[src/rtl/reg_file_2r1w.sv]
// Two-read, one-write register file with per-register pending (scoreboard) flags.
// Reads are registered, write-first bypassed, and suppressed on a pending register.
module reg_file_2r1w #(
    parameter int BIT      = 8,
    parameter int SZB      = 4,
    parameter int ZERO_REG = 1
) (
    input  logic                          clock,
    input  logic                          reset,
    input  logic                          we,
    input  logic [SZB-1:0]                waddr,
    input  logic [BIT-1:0]                din,
    input  logic                          lock,
    input  logic [SZB-1:0]                laddr,
    input  logic                          re_a,
    input  logic [SZB-1:0]                raddr_a,
    input  logic                          re_b,
    input  logic [SZB-1:0]                raddr_b,
    output logic [BIT-1:0]                dout_a,
    output logic [BIT-1:0]                dout_b,
    output logic                          rvalid_a,
    output logic                          rvalid_b,
    output logic                          hazard,
    output logic [(2**SZB)-1:0]           pend,
    output logic [(2**SZB)*BIT-1:0]       testreg
);

    localparam int SZA = 2**SZB;

    logic [BIT-1:0] regf [SZA];
    logic [SZA-1:0] pend_nxt;
    logic           wr_ok;
    logic           haz_a_p0;
    logic           haz_b_p0;
    logic [BIT-1:0] rd_a_p0;
    logic [BIT-1:0] rd_b_p0;

    // A write to register 0 is dropped when it is hardwired to zero.
    assign wr_ok = we && !((ZERO_REG != 0) && (waddr == '0));

    function automatic logic [BIT-1:0] rd_sel(
        input logic [SZB-1:0] ra,
        input logic [BIT-1:0] mem_val
    );
        if ((ZERO_REG != 0) && (ra == '0))
            return '0;
        else if (we && (waddr == ra))
            return din;
        else
            return mem_val;
    endfunction

    // Stage p0: combinational read select, hazard and pending update
    assign rd_a_p0  = rd_sel(raddr_a, regf[raddr_a]);
    assign rd_b_p0  = rd_sel(raddr_b, regf[raddr_b]);
    assign haz_a_p0 = re_a && pend[raddr_a] && !(we && (waddr == raddr_a));
    assign haz_b_p0 = re_b && pend[raddr_b] && !(we && (waddr == raddr_b));
    assign hazard   = haz_a_p0 || haz_b_p0;

    // A lock on the same edge as the write keeps the register pending.
    always_comb begin
        pend_nxt = pend;
        if (we)
            pend_nxt[waddr] = 1'b0;
        if (lock)
            pend_nxt[laddr] = 1'b1;
        if (ZERO_REG != 0)
            pend_nxt[0] = 1'b0;
    end

    // Stage p1: registered state and read outputs
    always_ff @(posedge clock or posedge reset) begin
        if (reset) begin
            for (int i = 0; i < SZA; i++)
                regf[i] <= '0;
            pend     <= '0;
            dout_a   <= '0;
            dout_b   <= '0;
            rvalid_a <= 1'b0;
            rvalid_b <= 1'b0;
        end else begin
            if (wr_ok)
                regf[waddr] <= din;
            pend     <= pend_nxt;
            rvalid_a <= re_a && !haz_a_p0;
            rvalid_b <= re_b && !haz_b_p0;
            if (re_a && !haz_a_p0)
                dout_a <= rd_a_p0;
            if (re_b && !haz_b_p0)
                dout_b <= rd_b_p0;
        end
    end

    for (genvar g = 0; g < SZA; g++) begin : g_testreg
        assign testreg[BIT*g +: BIT] = regf[g];
    end

endmodule

[config.mk]
export PLATFORM = sky130hd
export DESIGN_NAME = reg_file_2r1w
export DESIGN_NICKNAME = d
export VERILOG_FILES = /design/src/rtl/reg_file_2r1w.sv
export SDC_FILE = /design/constraint.sdc
export NUM_CORES = 1
export LEC_CHECK = 0
export BUFFER_PORTS_ARGS = -buffer_cell sky130_fd_sc_hd__buf_2
export CORE_MARGIN = 5
export CORE_UTILIZATION = 51
export CTS_BUF_LIST = sky130_fd_sc_hd__clkbuf_4
export CTS_CLUSTER_SIZE = 14
export DETAILED_ROUTE_END_ITERATION = 10
export PLACE_DENSITY = 0.84
export SLEW_MARGIN = 40
export SYNTH_ARGS = -nofsm -noshare
export SYNTH_HDL_FRONTEND = slang
export SYNTH_SLANG_ARGS = --single-unit
export TNS_END_PERCENT = 100
[constraint.sdc]
create_clock -name clock -period 4.1 [get_ports clock]
set_input_delay 0.205 -clock clock [delete_from_list [all_inputs] [get_ports clock]]
set_output_delay 0.205 -clock clock [all_outputs]
set_load 0.05 [all_outputs]
; ---- Word-level counts from Yosys, hierarchy flattened
; Index checks and enable logic that the tools add are counted.
[classes]
n_lt_le_gt_ge = 10
n_eq_ne = 2
n_mux = 23
bitwise_logic = 6
n_reduce_logical = 21
[ops]
columns = operator, n
row1 = $bwmux 128, 1
row2 = $mux 8, 9
row3 = $bmux 8 s4, 2
row4 = $demux 8 s4, 1
row5 = $mux 16, 2
row6 = $lt 4x5->1 const B, 4
row7 = $and 16x16->16, 1
row8 = $not 16->16, 1
row9 = $or 16x16->16, 1
row10 = $ge 5x5->1 const B, 3
row11 = $not 4->5, 3
row12 = $logic_and 1x1->1, 12
row13 = $logic_not 4->1, 3
row14 = $bmux 1 s4, 2
row15 = $demux 1 s4, 2
row16 = $eq 4x4->1, 2
row17 = $ge 4x1->1 const B, 2
row18 = $logic_not 1->1, 5
row19 = $lt 5x1->1 const B, 1
row20 = $mux 1, 4
row21 = $logic_or 1x1->1, 1
[word_totals]
inputBits = 30
register_bits = 161
output_inout_bits = 163

; ---- Logic depth before layout (Yosys ltp)
[depth]
word_depth = 9
depth_mapped = 9
depth_no_buf = 5

; ---- Worst setup path after synthesis
; Ideal clock, no wire load.
[synth_path]
path_kind = flip-flop to output port
from = register pend[5]
to = output hazard
stages_incl_launch_ff = 6
t_required_ns = 3.895
arrival_time_ns = 1.916
setup_slack_ns = 1.979
n_path_buf = 0
cell_sequence = dfrtp_1 -> mux2_1 -> a221o_1 -> a21oi_4 -> nor3_1 -> a32o_1
[synth_via]
elab_chain_len = 5
elab_cells_between_ends = 9
cone_classes = 4 x mux / 5 x reduce/logical
[synth_rtl]
columns = element, line
row1 = start: declaration, 24  ; output logic [(2**SZB)-1:0] pend,
row2 = start signal: assignment, 84  ; pend <= pend_nxt;
row3 = "$bmux 1 s4, on equally long branches", "56, 57"
row4 = "$mux 1, on equally long branches", "56, 57"
row5 = "$logic_and 1x1->1, on equally long branches (2 in a row)", "56, 57"
row6 = $logic_or 1x1->1 *, 58  ; assign hazard = haz_a_p0 || haz_b_p0;
row7 = end: declaration, 23  ; output logic hazard,
; Mark *: on every way between the ends. The rest lies on a longest branch, timed or not. The select of a mux whose other input is x is not followed.

; ---- Worst setup path after layout
; Ends and elaborated chain as after synthesis.

==> impl_metrics.ini <==
[pwr]
leakagePower_nw = 4.65
power.total_mw = 6.05
p_per_area_mw_per_mm2 = 596
vdd_ir_drop_max_uv = 359

[cts]
cts_resized = 0
clock_path_buffers = 2
path_clk_slew_ns = 0.13
htree_levels = 4
cts-root-buf = clkbuf_4
numCtsBuffers = 17
postCtsSetupRepairBufs = 0
clock_latency_ns = 0.58
cts_sinks = 161
cts_tree = yes

[timing]
skew_ns = 0.0122
tightest_slew_ns = 0.825
holdWs_ns = 0.0445
setup_ws_ns = 1.43
setup_violations = 0
fin_crit_sh_pct = 65.0
fmax_mhz = 375
finalHoldViolCount = 0
layout_min_cycle_time_ns = 2.67
final_max_slew_viol_count = 0
rsz0062_at_grt = no
max_slew_margin_pct = 45.0
fin_tns_setup_ns = 0

[critical_path]
worstReg2RegStart = pend[3]
crit_chain = mux2_1 > a221o_1 > a21oi_4 > nor3_1 > a32o_1 > buf_2
crit_type = register to primary output
cp_slowest_cell = dfrtp_1
worst-path-max-fanout = 4
crit_path_start = pend[5]
end_kind = primary output
max_stage_delay_ns = 0.45
worstSetupStartpointType = register
cp_data_arrival_time_ns = 2.46
crit_required_ns = 3.89
reg2reg_slack_ns = 2.00

[final_layout]
regArea_mm2 = 0.00403
fin_cells = 1113
area_growth_pct = 14.8
fin_nets = 906
final_util_pct = 59.1
drive_above_1_share_pct = 46.3
finalInstanceArea_mm2 = 0.0101
multiInputGateArea_mm2 = 0.00433
nFillCells = 1388

[detailed_routing]
drt_iter0_drc = 857
ant_nets = 0
routed_via_density = 6.36
routed_wl_mm = 26.9
routedWlPerCell_um = 24.2
drc = 0
vias = 7081
drtPass1Iterations = 5

[synth]
ys_top_cells_by_area = dfrtp_1 46%, mux2_2 14%, mux4_2 14%
synthFlopType = dfrtp_1
synthDominantCellAreaShare_pct = 45.6
yosysSeqAreaShare_pct = 45.6
syn_nets = 748
synth_seq_cells = 161
synthCells = 718
synth_edf_count = 0
synth.yosys.warnings = 0
ys_types = 43
netlist_area_mm2 = 0.00884
yosysTopAreaCell = dfrtp_1
syn_avg_cell_area_um2 = 12.3
ys_async_sr_fraction_pct = 100

[place]
postPlaceCellArea_mm2 = 0.00977
io_buffers = 191
dp_hpwl_mm = 19.9
place_inst = 1071
place_congestion = 0.993
dp_slack_ns = 1.48

[min_path]
hp-class = primary input to register
hp-start = din[7]

[grt]
grt_max_degree = 74
grt.total_usage_pct = 27.5
grt-ovfl-total = 0
grt_pass1_vias = 7279
grt_pass1_wl_mm = 42.2
antenna_found_initial = 1

[job]
maxCapViolCount = 0

[floorplanning]
initial_core_util_pct = 51.5
rows = 48
pin_count = 193
die_w_um = 142
die_area_mm2 = 0.0201
die_h_um = 142
core_mm2 = 0.0172

[run_status]
status = completed
what timing repair did:
item	in CTS	in global routing
hold buffers	11	0
endpoints found under the setup margin	0	0
endpoints found under the hold margin	59	0
cell families after synthesis:
family                    Yosys count  synth area share (%)
other                               1                0.0424
buffers and inverters              97                  5.49
xor gates and xnor gates            8                 0.793
AOI/OAI and AO/OA                 137                  9.65
and+or+nand+nor                   113                  6.43
DFF                               161                  45.6
muxes                             201                  32.0
registers in the layout (all words and copies together) (netlist names):
signal and count:
testreg 128, pend 15, dout_a 8, dout_b 8
rvalid_a 1, rvalid_b 1
placed cells by master (no fill, tap or decap), types with 16 or more instances in the layout:
cell	instances
a31oi_1	16
buf_2	189
clkbuf_4	18
dfrtp_1	161
inv_1	27
mux2_2	113
mux2i_1	33
mux4_2	54
nand2_1	53
nor2_1	17
o21ai_0	75
o221ai_1	16
o22ai_1	17
worst max-delay path, delay by kind of cell (launching register included):
family,cells,cell delay (ns)
AO/OA/AOI/OAI,3,0.83
flip-flops,1,0.45
multiplexers,1,0.33
buffers and inverters,1,0.22
AND/OR/NAND/NOR,1,0.07
where the power goes:
part	total (mW)	switching (mW)	internal, mW
clock network	0.907	0.554	0.353
registers	2.35	0.402	1.95
logic	2.79	1.97	0.821
total	6.05	2.93	3.12
cell usage after synthesis, types with 11 or more instances:
master	number
dfrtp_1	161
mux2_2	113
o21ai_0	75
mux4_2	54
nand2_1	53
mux2i_1	33
clkbuf_1	31
inv_1	28
buf_2	19
nor2_1	19
o22ai_1	17
a31oi_1	16
o221ai_1	16
buf_6	11
nand2b_1	11
final cells by class:
cell class | count | area share, %
diodes | 1 | 0.0247
clock buffers | 18 | 1.33
clock inverters | 12 | 1.17
inverters | 29 | 1.11
multi-input cells | 460 | 42.7
flip-flops and latches | 161 | 39.7
well taps | 225 | 2.77
repair buffers | 207 | 11.2
routing by layer:
metal / vias up / GRT usage (%) / wire (µm)
li1: 2985 / - / -
met1: 3549 / 36.2 / 10200
met2: 469 / 43.7 / 12900
met3: 78 / 6.44 / 2620
met4: 0 / 12.4 / 1140
met5: - / 0 / 0
final timing paths:
kind | depth (start not counted) | to
setup / recovery | 6 | hazard
hold / removal | 2 | testreg[95]
setup reg to reg | 5 | dout_b[5]
hold reg to reg | 0 | testreg[0]
max in group asynchronous | 4 | testreg[39]
min in group asynchronous | 3 | testreg[78]
Power figures use the tool's default switching activity.
